## src/rtl/divider_pkg.sv

```systemverilog
`default_nettype none
// ============================================================================
// divider_pkg: op codes, FSM states and helpers shared by the iterative divider.
// Rev 1.0
// ============================================================================
package divider_pkg;

  localparam logic [1:0] DIV_OP_DIV  = 2'b00;
  localparam logic [1:0] DIV_OP_DIVU = 2'b01;
  localparam logic [1:0] DIV_OP_REM  = 2'b10;
  localparam logic [1:0] DIV_OP_REMU = 2'b11;

  // Widest operand the helper below can handle.
  localparam int unsigned MAX_XLEN = 64;

  typedef enum logic [1:0] {
    ST_IDLE    = 2'd0,
    ST_CALC    = 2'd1,
    ST_FIX     = 2'd2,
    ST_SPECIAL = 2'd3
  } div_state_e;

  function automatic logic [MAX_XLEN-1:0] abs_if_signed(
    input logic [MAX_XLEN-1:0] x,
    input logic                sign_bit,
    input logic                is_signed
  );
    return (is_signed && sign_bit) ? -x : x;
  endfunction

endpackage
`default_nettype wire

```

## src/rtl/div_step.sv

```systemverilog
`default_nettype none
// ============================================================================
// div_step: one radix-2 non-restoring iteration on a W-bit partial remainder.
// Rev 1.0
// ============================================================================
module div_step #(
  parameter int W = 33
) (
  input  logic [W-1:0] i_rem,
  input  logic [W-1:0] i_div,
  input  logic         i_bit,
  output logic [W-1:0] o_rem,
  output logic         o_qbit
);

  logic [W-1:0] shifted;

  // A negative partial remainder adds the divisor back instead of subtracting.
  always_comb begin
    shifted = {i_rem[W-2:0], i_bit};
    o_rem   = i_rem[W-1] ? (shifted + i_div) : (shifted - i_div);
    o_qbit  = ~o_rem[W-1];
  end

endmodule
`default_nettype wire

```

## src/rtl/iter_divider.sv

```systemverilog
`default_nettype none
// ============================================================================
// iter_divider: multi-cycle DIV/DIVU/REM/REMU unit with start/done handshake.
// Rev 1.0
// ============================================================================
module iter_divider
  import divider_pkg::*;
#(
  parameter int XLEN      = 32,
  parameter int EARLY_OUT = 1
) (
  input  logic            i_clk,
  input  logic            i_rst,
  input  logic            i_start,
  input  logic [1:0]      i_op,
  input  logic [XLEN-1:0] i_A,
  input  logic [XLEN-1:0] i_B,
  input  logic            i_kill,
  output logic            o_ready,
  output logic            o_busy,
  output logic            o_done,
  output logic [XLEN-1:0] o_result
);

  localparam int CNT_W = $clog2(XLEN) + 1;
  localparam logic [XLEN-1:0] MOST_NEG = {1'b1, {(XLEN-1){1'b0}}};

  div_state_e       state_q, state_d;
  logic [CNT_W-1:0] cnt_q, cnt_d;
  logic [XLEN:0]    rem_q, rem_d;
  logic [XLEN-1:0]  quo_q, quo_d;
  logic [XLEN-1:0]  div_q, div_d;
  logic [XLEN-1:0]  result_q, result_d;
  logic             neg_quo_q, neg_quo_d;
  logic             neg_rem_q, neg_rem_d;
  logic             sel_rem_q, sel_rem_d;
  logic             done_q, done_d;

  logic             in_signed, in_sel_rem, b_zero, in_ovf, in_fast;
  logic [XLEN-1:0]  abs_a, abs_b, fast_res;
  logic [XLEN:0]    step_rem;
  logic             step_qbit;
  logic [XLEN-1:0]  rem_mag, quo_fix, rem_fix, fix_res;

  always_comb begin
    in_signed  = (i_op == DIV_OP_DIV) || (i_op == DIV_OP_REM);
    in_sel_rem = (i_op == DIV_OP_REM) || (i_op == DIV_OP_REMU);
    abs_a      = XLEN'(abs_if_signed(MAX_XLEN'(i_A), i_A[XLEN-1], in_signed));
    abs_b      = XLEN'(abs_if_signed(MAX_XLEN'(i_B), i_B[XLEN-1], in_signed));
    b_zero     = (i_B == '0);
    in_ovf     = in_signed && (i_A == MOST_NEG) && (i_B == '1);
    in_fast    = b_zero || in_ovf || (abs_a < abs_b);
    if (b_zero)      fast_res = in_sel_rem ? i_A : '1;
    else if (in_ovf) fast_res = in_sel_rem ? '0 : i_A;
    else             fast_res = in_sel_rem ? i_A : '0;
  end

  // quo_q starts as |A| and shifts out dividend bits as quotient bits shift in.
  div_step #(.W(XLEN + 1)) u_step (
    .i_rem  (rem_q),
    .i_div  ({1'b0, div_q}),
    .i_bit  (quo_q[XLEN-1]),
    .o_rem  (step_rem),
    .o_qbit (step_qbit)
  );

  always_comb begin
    rem_mag = rem_q[XLEN] ? (rem_q[XLEN-1:0] + div_q) : rem_q[XLEN-1:0];
    quo_fix = neg_quo_q ? -quo_q : quo_q;
    rem_fix = neg_rem_q ? -rem_mag : rem_mag;
    fix_res = sel_rem_q ? rem_fix : quo_fix;
  end

  always_comb begin
    state_d   = state_q;
    cnt_d     = cnt_q;
    rem_d     = rem_q;
    quo_d     = quo_q;
    div_d     = div_q;
    neg_quo_d = neg_quo_q;
    neg_rem_d = neg_rem_q;
    sel_rem_d = sel_rem_q;
    result_d  = result_q;
    done_d    = 1'b0;
    case (state_q)
      ST_IDLE: begin
        if (i_start && !i_kill) begin
          sel_rem_d = in_sel_rem;
          if ((EARLY_OUT != 0) && in_fast) begin
            state_d = ST_SPECIAL;
            quo_d   = fast_res;
          end else begin
            state_d   = ST_CALC;
            cnt_d     = CNT_W'(XLEN - 1);
            rem_d     = '0;
            quo_d     = abs_a;
            div_d     = abs_b;
            neg_quo_d = in_signed && (i_A[XLEN-1] ^ i_B[XLEN-1]) && !b_zero;
            neg_rem_d = in_signed && i_A[XLEN-1];
          end
        end
      end
      ST_CALC: begin
        if (i_kill) begin
          state_d = ST_IDLE;
        end else begin
          rem_d = step_rem;
          quo_d = {quo_q[XLEN-2:0], step_qbit};
          cnt_d = cnt_q - CNT_W'(1);
          if (cnt_q == '0) begin
            state_d = ST_FIX;
            cnt_d   = '0;
          end
        end
      end
      ST_FIX: begin
        state_d = ST_IDLE;
        if (!i_kill) begin
          result_d = fix_res;
          done_d   = 1'b1;
        end
      end
      ST_SPECIAL: begin
        state_d = ST_IDLE;
        if (!i_kill) begin
          result_d = quo_q;
          done_d   = 1'b1;
        end
      end
      default: state_d = ST_IDLE;
    endcase
  end

  always_ff @(posedge i_clk) begin
    if (i_rst) begin
      state_q   <= ST_IDLE;
      cnt_q     <= '0;
      rem_q     <= '0;
      quo_q     <= '0;
      div_q     <= '0;
      neg_quo_q <= 1'b0;
      neg_rem_q <= 1'b0;
      sel_rem_q <= 1'b0;
      result_q  <= '0;
      done_q    <= 1'b0;
    end else begin
      state_q   <= state_d;
      cnt_q     <= cnt_d;
      rem_q     <= rem_d;
      quo_q     <= quo_d;
      div_q     <= div_d;
      neg_quo_q <= neg_quo_d;
      neg_rem_q <= neg_rem_d;
      sel_rem_q <= sel_rem_d;
      result_q  <= result_d;
      done_q    <= done_d;
    end
  end

  assign o_ready  = (state_q == ST_IDLE);
  assign o_busy   = (state_q != ST_IDLE);
  assign o_done   = done_q;
  assign o_result = result_q;

endmodule
`default_nettype wire

```

## config.mk

```make
export PLATFORM = sky130hd
export DESIGN_NAME = iter_divider
export DESIGN_NICKNAME = d
export VERILOG_FILES = /design/src/rtl/divider_pkg.sv /design/src/rtl/div_step.sv /design/src/rtl/iter_divider.sv
export SDC_FILE = /design/constraint.sdc
export NUM_CORES = 1
export LEC_CHECK = 0
export ABC_AREA = 1
export BUFFER_PORTS_ARGS = -buffer_cell sky130_fd_sc_hd__buf_2
export CORE_UTILIZATION = 45
export DETAILED_ROUTE_END_ITERATION = 10
export PLACE_DENSITY = 0.73
export SYNTH_ARGS = -nofsm -noshare
export SYNTH_HDL_FRONTEND = slang
export SYNTH_SLANG_ARGS = --single-unit
```

## constraint.sdc

```tcl
create_clock -name i_clk -period 5.6 [get_ports i_clk]
set_input_delay 1.68 -clock i_clk [delete_from_list [all_inputs] [get_ports i_clk]]
set_output_delay 1.68 -clock i_clk [all_outputs]
set_load 0.05 [all_outputs]
```

* Word level (Yosys, flattened, before mapping)
Cells that the tools add are included.
** Cells by class
- Reductions and logical operators :: 28
- Bitwise logic cells :: 4
- Add/subtract/negate cells :: 8
- Mux-type cells :: 34
- Equality and inequality tests :: 13
- $lt $le $gt $ge :: 1
** Operators by type and width (count)
- $mux W32 :: 16
- $mux W33 :: 4
- $neg A32 Y32 :: 4
- $pmux W32 S2 :: 2
- $pmux W33 S2 :: 1
- $eq A32 B32 Y1 const B :: 2
- $add A33 B32 Y33 :: 1
- $sub A33 B32 Y33 :: 1
- $add A32 B32 Y32 :: 1
- $logic_not A32 Y1 :: 1
- $lt A32 B32 Y1 :: 1
- $mux W6 :: 4
- $pmux W6 S2 :: 1
- $reduce_and A3 Y1 :: 3
- $eq A2 B2 Y1 const B :: 4
- $mux W2 :: 4
- $ne A2 B2 Y1 const B :: 4
- $logic_and A1 B1 Y1 :: 7
- $logic_not A6 Y1 :: 1
- $pmux W2 S3 :: 1
- $reduce_bool A2 Y1 :: 3
- $sub A6 B1 Y6 const B :: 1
- $logic_not A2 Y1 :: 2
- $logic_or A1 B1 Y1 :: 4
- 10 further kinds :: 15
** Storage, ports and cells
- Input port bits :: 70
- Logic and storage cells :: 98
- Output and inout bits :: 35
- Register bits :: 141

* Depth between registers and ports, before layout
- Depth after elaboration :: 9
- Depth in mapped cells :: 27
- Gate-level depth less buffers :: 27

* Hierarchy
Synthesis repeated with hierarchy kept, for this count alone.
** Second synthesis, totals
- Cell total of the unflattened synthesis :: 3037
- Area total of the unflattened synthesis :: 16956.3 um^2
** Modules (own cells, without submodules)
- iter_divider :: area each 13497.9 um^2, cells an instance 2308, instances 1, sequential area each 2822.7 um^2
- div_step :: area each 3458.3 um^2, cells an instance 729, instances 1, sequential area each 0.0 um^2

* Least setup slack after synthesis
Ideal clock, no wire load.
- Path kind :: in2reg
- Start point :: input port i_B[0]
- End point :: register div_q[14]
- Path slack :: 667 ps
- Cell stages on the path :: 25
- Setup time :: 124 ps
- Arrival time :: 4809 ps
- Data required time :: 5476 ps
- Buffers on the path :: 2
- Cell sequence :: inv_1 > nand3_1 > nand3b_1 > nor2_1 > nand4_1 > nor3_1 > nand2_1 > inv_1 > nand4_1 > nor2_1 > nand2_1 > nor3_1 > o21ai_0 > ha_1 > nand2_1 > inv_1 > nand3_1 > nor3_1 > nand4_1 > a21oi_2 > clkinv_2 > nor2_1 > buf_2 > buf_2 > a21oi_1
** Between the ends
- Word-level cells in the longest chain between the ends :: 6
- Elaborated cells between the ends (all ways) :: 10
** RTL lines
- start: declaration :: RTL line iter_divider.sv:17 : input logic [XLEN-1:0] i_B,
- $neg A32 Y32 / $eq A32 B32 Y1 (equally long branches) :: RTL line divider_pkg.sv:28, iter_divider.sv:51
- $mux W32 / $logic_and A1 B1 Y1 (equally long branches) :: RTL line divider_pkg.sv:28, iter_divider.sv:51
- $lt A32 B32 Y1 / $logic_or A1 B1 Y1 (equally long branches) :: RTL line iter_divider.sv:52 : in_fast = b_zero || in_ovf || (abs_a < abs_b);
- $logic_or A1 B1 Y1 :: RTL line iter_divider.sv:52
- $not A1 Y1 (no line)
- $reduce_and A3 Y1 (no line)
- end signal: assignment :: RTL line iter_divider.sv:151 : div_q <= div_d;
- end: declaration :: RTL line iter_divider.sv:32 : logic [XLEN-1:0] div_q, div_d;
Several ways; a longest one is shown, not always the timed one.
A chain may end at the register's enable or synchronous reset.

* Worst setup path in the final report
- Start point :: input port i_B[1]
- End point :: register div_q[15]
The elaborated chain is that of the path after synthesis.

==> flow_metrics.tcl <==
set metrics [dict create \
    status "finished, final reports clean" \
    gr-total-overflow 0 \
    crit_type "in2reg" \
    setup_viol 0 \
    required_ns 5.97 \
    slew_headroom_pct 36.9 \
    finalCritPeriodShare_pct 91.9 \
    synth-simple-area-share_pct 33.9 \
    r2r-start "div_q[6]$_SDFFE_PP0P_" \
    cts_tree "built" \
    power.static_leakage_nw 8.85 \
    cts-root-buf "clkbuf_16" \
    drt_first_pass_iters 5 \
    synth_flop_cell "dfxtp_1" \
    synth_top_family_by_area "simple AND/OR/NAND/NOR gates" \
    max_cap_viol_count 0 \
    synth_seq_cells 141 \
    gp_congestion 1.01 \
    avgRoutedWirePerCell_um 17.3 \
    synth_top_area_share_pct 17.6 \
    hold_path.class "reg2reg" \
    drc 0 \
    finalNonFillerCells 3279 \
    crit_slowest_cell "ha_1" \
    antenna_found_initial 0 \
    htree_levels 4 \
    fin_crit_ns 5.14 \
    crit_start "i_B[1]" \
    synth-edff-count 0 \
    synth_xor_area_share_pct 5.58 \
    grt_pass1_vias 16200 \
    clk_latency_ns 0.44 \
    hold_viol 0 \
    globalRouteTotalUtil_pct 30.9 \
    num_io_pins 105 \
    crit_arrival_ns 5.51 \
    num_antenna_cells 0 \
    grt_max_degree 78 \
    vias_per_cell 5.53 \
    synthCells 2733 \
    cellPowerDensity_nw_per_um2 276 \
    endpoint_kind "flip-flop" \
    synth_fp_nets 2907 \
    die_area_um2 36400 \
    drt-total-wl_um 56600 \
    synth_area_um2 16000 \
    post_cts_buffers 0 \
    vias 18100 \
    port_buffers 104 \
    synth_compound_area_share_pct 20.7 \
    fin_skew_ns 0.00994 \
    layout-drive-gt1-share_pct 10.1 \
    max_freq_mhz 194 \
    rows 68 \
    start_util_pct 46.0 \
    synth-async-reset-ratio_pct 0 \
    cts-resized-gates 0 \
    ant_nets 0 \
    slew_viol_final 0 \
    clockBufferDepth 2 \
    max_slew.worst_pin.slew_ns 0.946 \
    synth_warnings 0 \
    area_delta_synth_final_pct 10.7 \
    synth.area.mux_share_pct 1.81 \
    n_fill_cell 3632 \
    postCtsHoldBufs 0 \
    critPathMaxFanout 68 \
    synth.distinct_cells 52 \
    rsz0062_at_grt "false" \
    cp-start-kind "input pin" \
    drt-initial-drc-count 1757 \
    peakVddDrop_v 0.000221 \
    numCtsBuffers 17 \
    dp_hpwl_um 45700 \
    synth-seq-area-share_pct 17.6 \
    numClockSinks 141 \
    yosysTopAreaCell "dfxtp_1" \
    final_nets 2985 \
    die_h_um 191 \
    core_area_um2 34800 \
    synthAdderAreaFrac_pct 8.22 \
    grt_pass1_wl_um 87700 \
    avgSynthCellArea_um2 5.86 \
    cp_slowest_stage_delay_ns 0.34 \
    ys_top_cells_by_area "dfxtp_1, nand2_1, inv_1" \
    path_clk_slew_ns 0.06 \
    die_w_um 191 \
    hold_path.startpoint "o_result[30]$_SDFFE_PP0P_" \
    power_w 0.00490 \
    finalSetupTns_ns 0 \
    placed_cells 3247 \
]
[state kept, by name (all words and copies together) (netlist names)]
signal	count
neg_rem_q	1
div_q	32
o_result	32
rem_q	33
state_q	2
sel_rem_q	1
o_done	1
quo_q	32
neg_quo_q	1
cnt_q	6
[per-stage QoR]
stage | worst slack (ns) | instance area [um^2] | utilization [%] | hold WS (ns)
6_report | 0.455 | 17700 | 51.0 | 0.463
4_1_cts | 0.460 | 17700 | 50.9 | 0.464
5_1_grt | 0.0412 | 17700 | 51.0 | 0.471
2_1_floorplan | 0.667 | 16000 | - | 0.445
3_3_place_gp | 0.186 | 17100 | 49.2 | 0.453
3_5_place_dp | 0.0311 | 17100 | 49.2 | 0.454
[cell usage after synthesis (all sizes together), types with 3 or more instances]
cell type,n
buf,38
nor2,230
o31ai,5
a31oi,12
clkinv,3
or2,39
dfxtp,141
mux2i,29
o21bai,5
nor3,44
o211ai,72
o221ai,5
a211oi,5
nor4,15
nand3b,9
o21a,10
ha,102
xnor2,14
a21boi,4
a21o,3
a21oi,274
nand3,186
inv,402
xor2,88
nand2,702
o21ai,192
nand4,34
clkbuf,60
[where the power goes]
part / internal, W / switching, W / leakage (nW)
clock: 0.000675 / 0.000489 / 0.281
sequential: 0.00109 / 0.000135 / 1.15
combinational: 0.000848 / 0.00166 / 7.42
total: 0.00261 / 0.00228 / 8.85
[area by class of cell]
class	instances	area, um^2	area share, %
clock inverter	14	159	0.896
sequential	141	2820	15.9
timing repair buffer	157	956	5.39
multi-input combinational	2089	11300	63.5
tap	455	569	3.21
inverter	405	1520	8.58
clock buffer	18	439	2.48
[critical path: cells and delay by family]
kind / cells / cell delay [ns]
and+or+nand+nor: 13 / 1.59
AOI/OAI and AO/OA: 6 / 0.98
buffers and inverters: 7 / 0.91
adders and majority gates: 1 / 0.34
[worst paths after layout]
path | end | cells past startpoint | slack, ns
worst min register to register | o_result[30]$_SDFFE_PP0P_ | 2 | 0.46
worst max-delay path | div_q[15]$_SDFFE_PP0P_ | 27 | 0.46
worst max register to register | quo_q[0]$_SDFFE_PP0P_ | 25 | 1.25
worst min-delay path | o_result[30]$_SDFFE_PP0P_ | 2 | 0.46
[cell usage in the layout, fill, tap and decap left out, types with 5 or more instances in the layout]
cell type  count
nand2_1      687
inv_1        396
a21oi_1      272
nor2_1       217
nand3_1      180
o21ai_0      178
dfxtp_1      140
buf_2        104
ha_1         102
xor2_1        88
o211ai_1      71
buf_4         50
or2_2         39
nor3_1        38
nand4_1       34
mux2i_1       29
clkbuf_16     17
nand2_2       15
xnor2_1       14
o21ai_1       13
a31oi_1       12
nor4_1        12
o21a_1        10
nor2_2        10
nand3b_1       9
inv_2          7
nand3_2        6
nor3_2         5
o31ai_1        5
a211oi_1       5
o221ai_1       5
o21bai_1       5
[layer usage]
| metal | GRT usage [%] | vias to the layer above | share of wire [%] | routed length (um) |
|---|---|---|---|---|
| met2 | 47.1 | 706 | 42 | 24000 |
| li1 | - | 9129 | - | - |
| met4 | 14.3 | 0 | 4.4 | 2470 |
| met5 | 0 | - | 0 | 0 |
| met3 | 3.07 | 95 | 7.6 | 4300 |
| met1 | 43.6 | 8209 | 46 | 25800 |
[logic make-up after synthesis]
kind of cell,Yosys count
DFF,141
AOI/OAI and AO/OA,594
adders and majority gates,104
buffers and inverters,503
muxes,29
and+or+nand+nor,1260
xor gates and xnor gates,102
(Power assumes the default switching activity.)
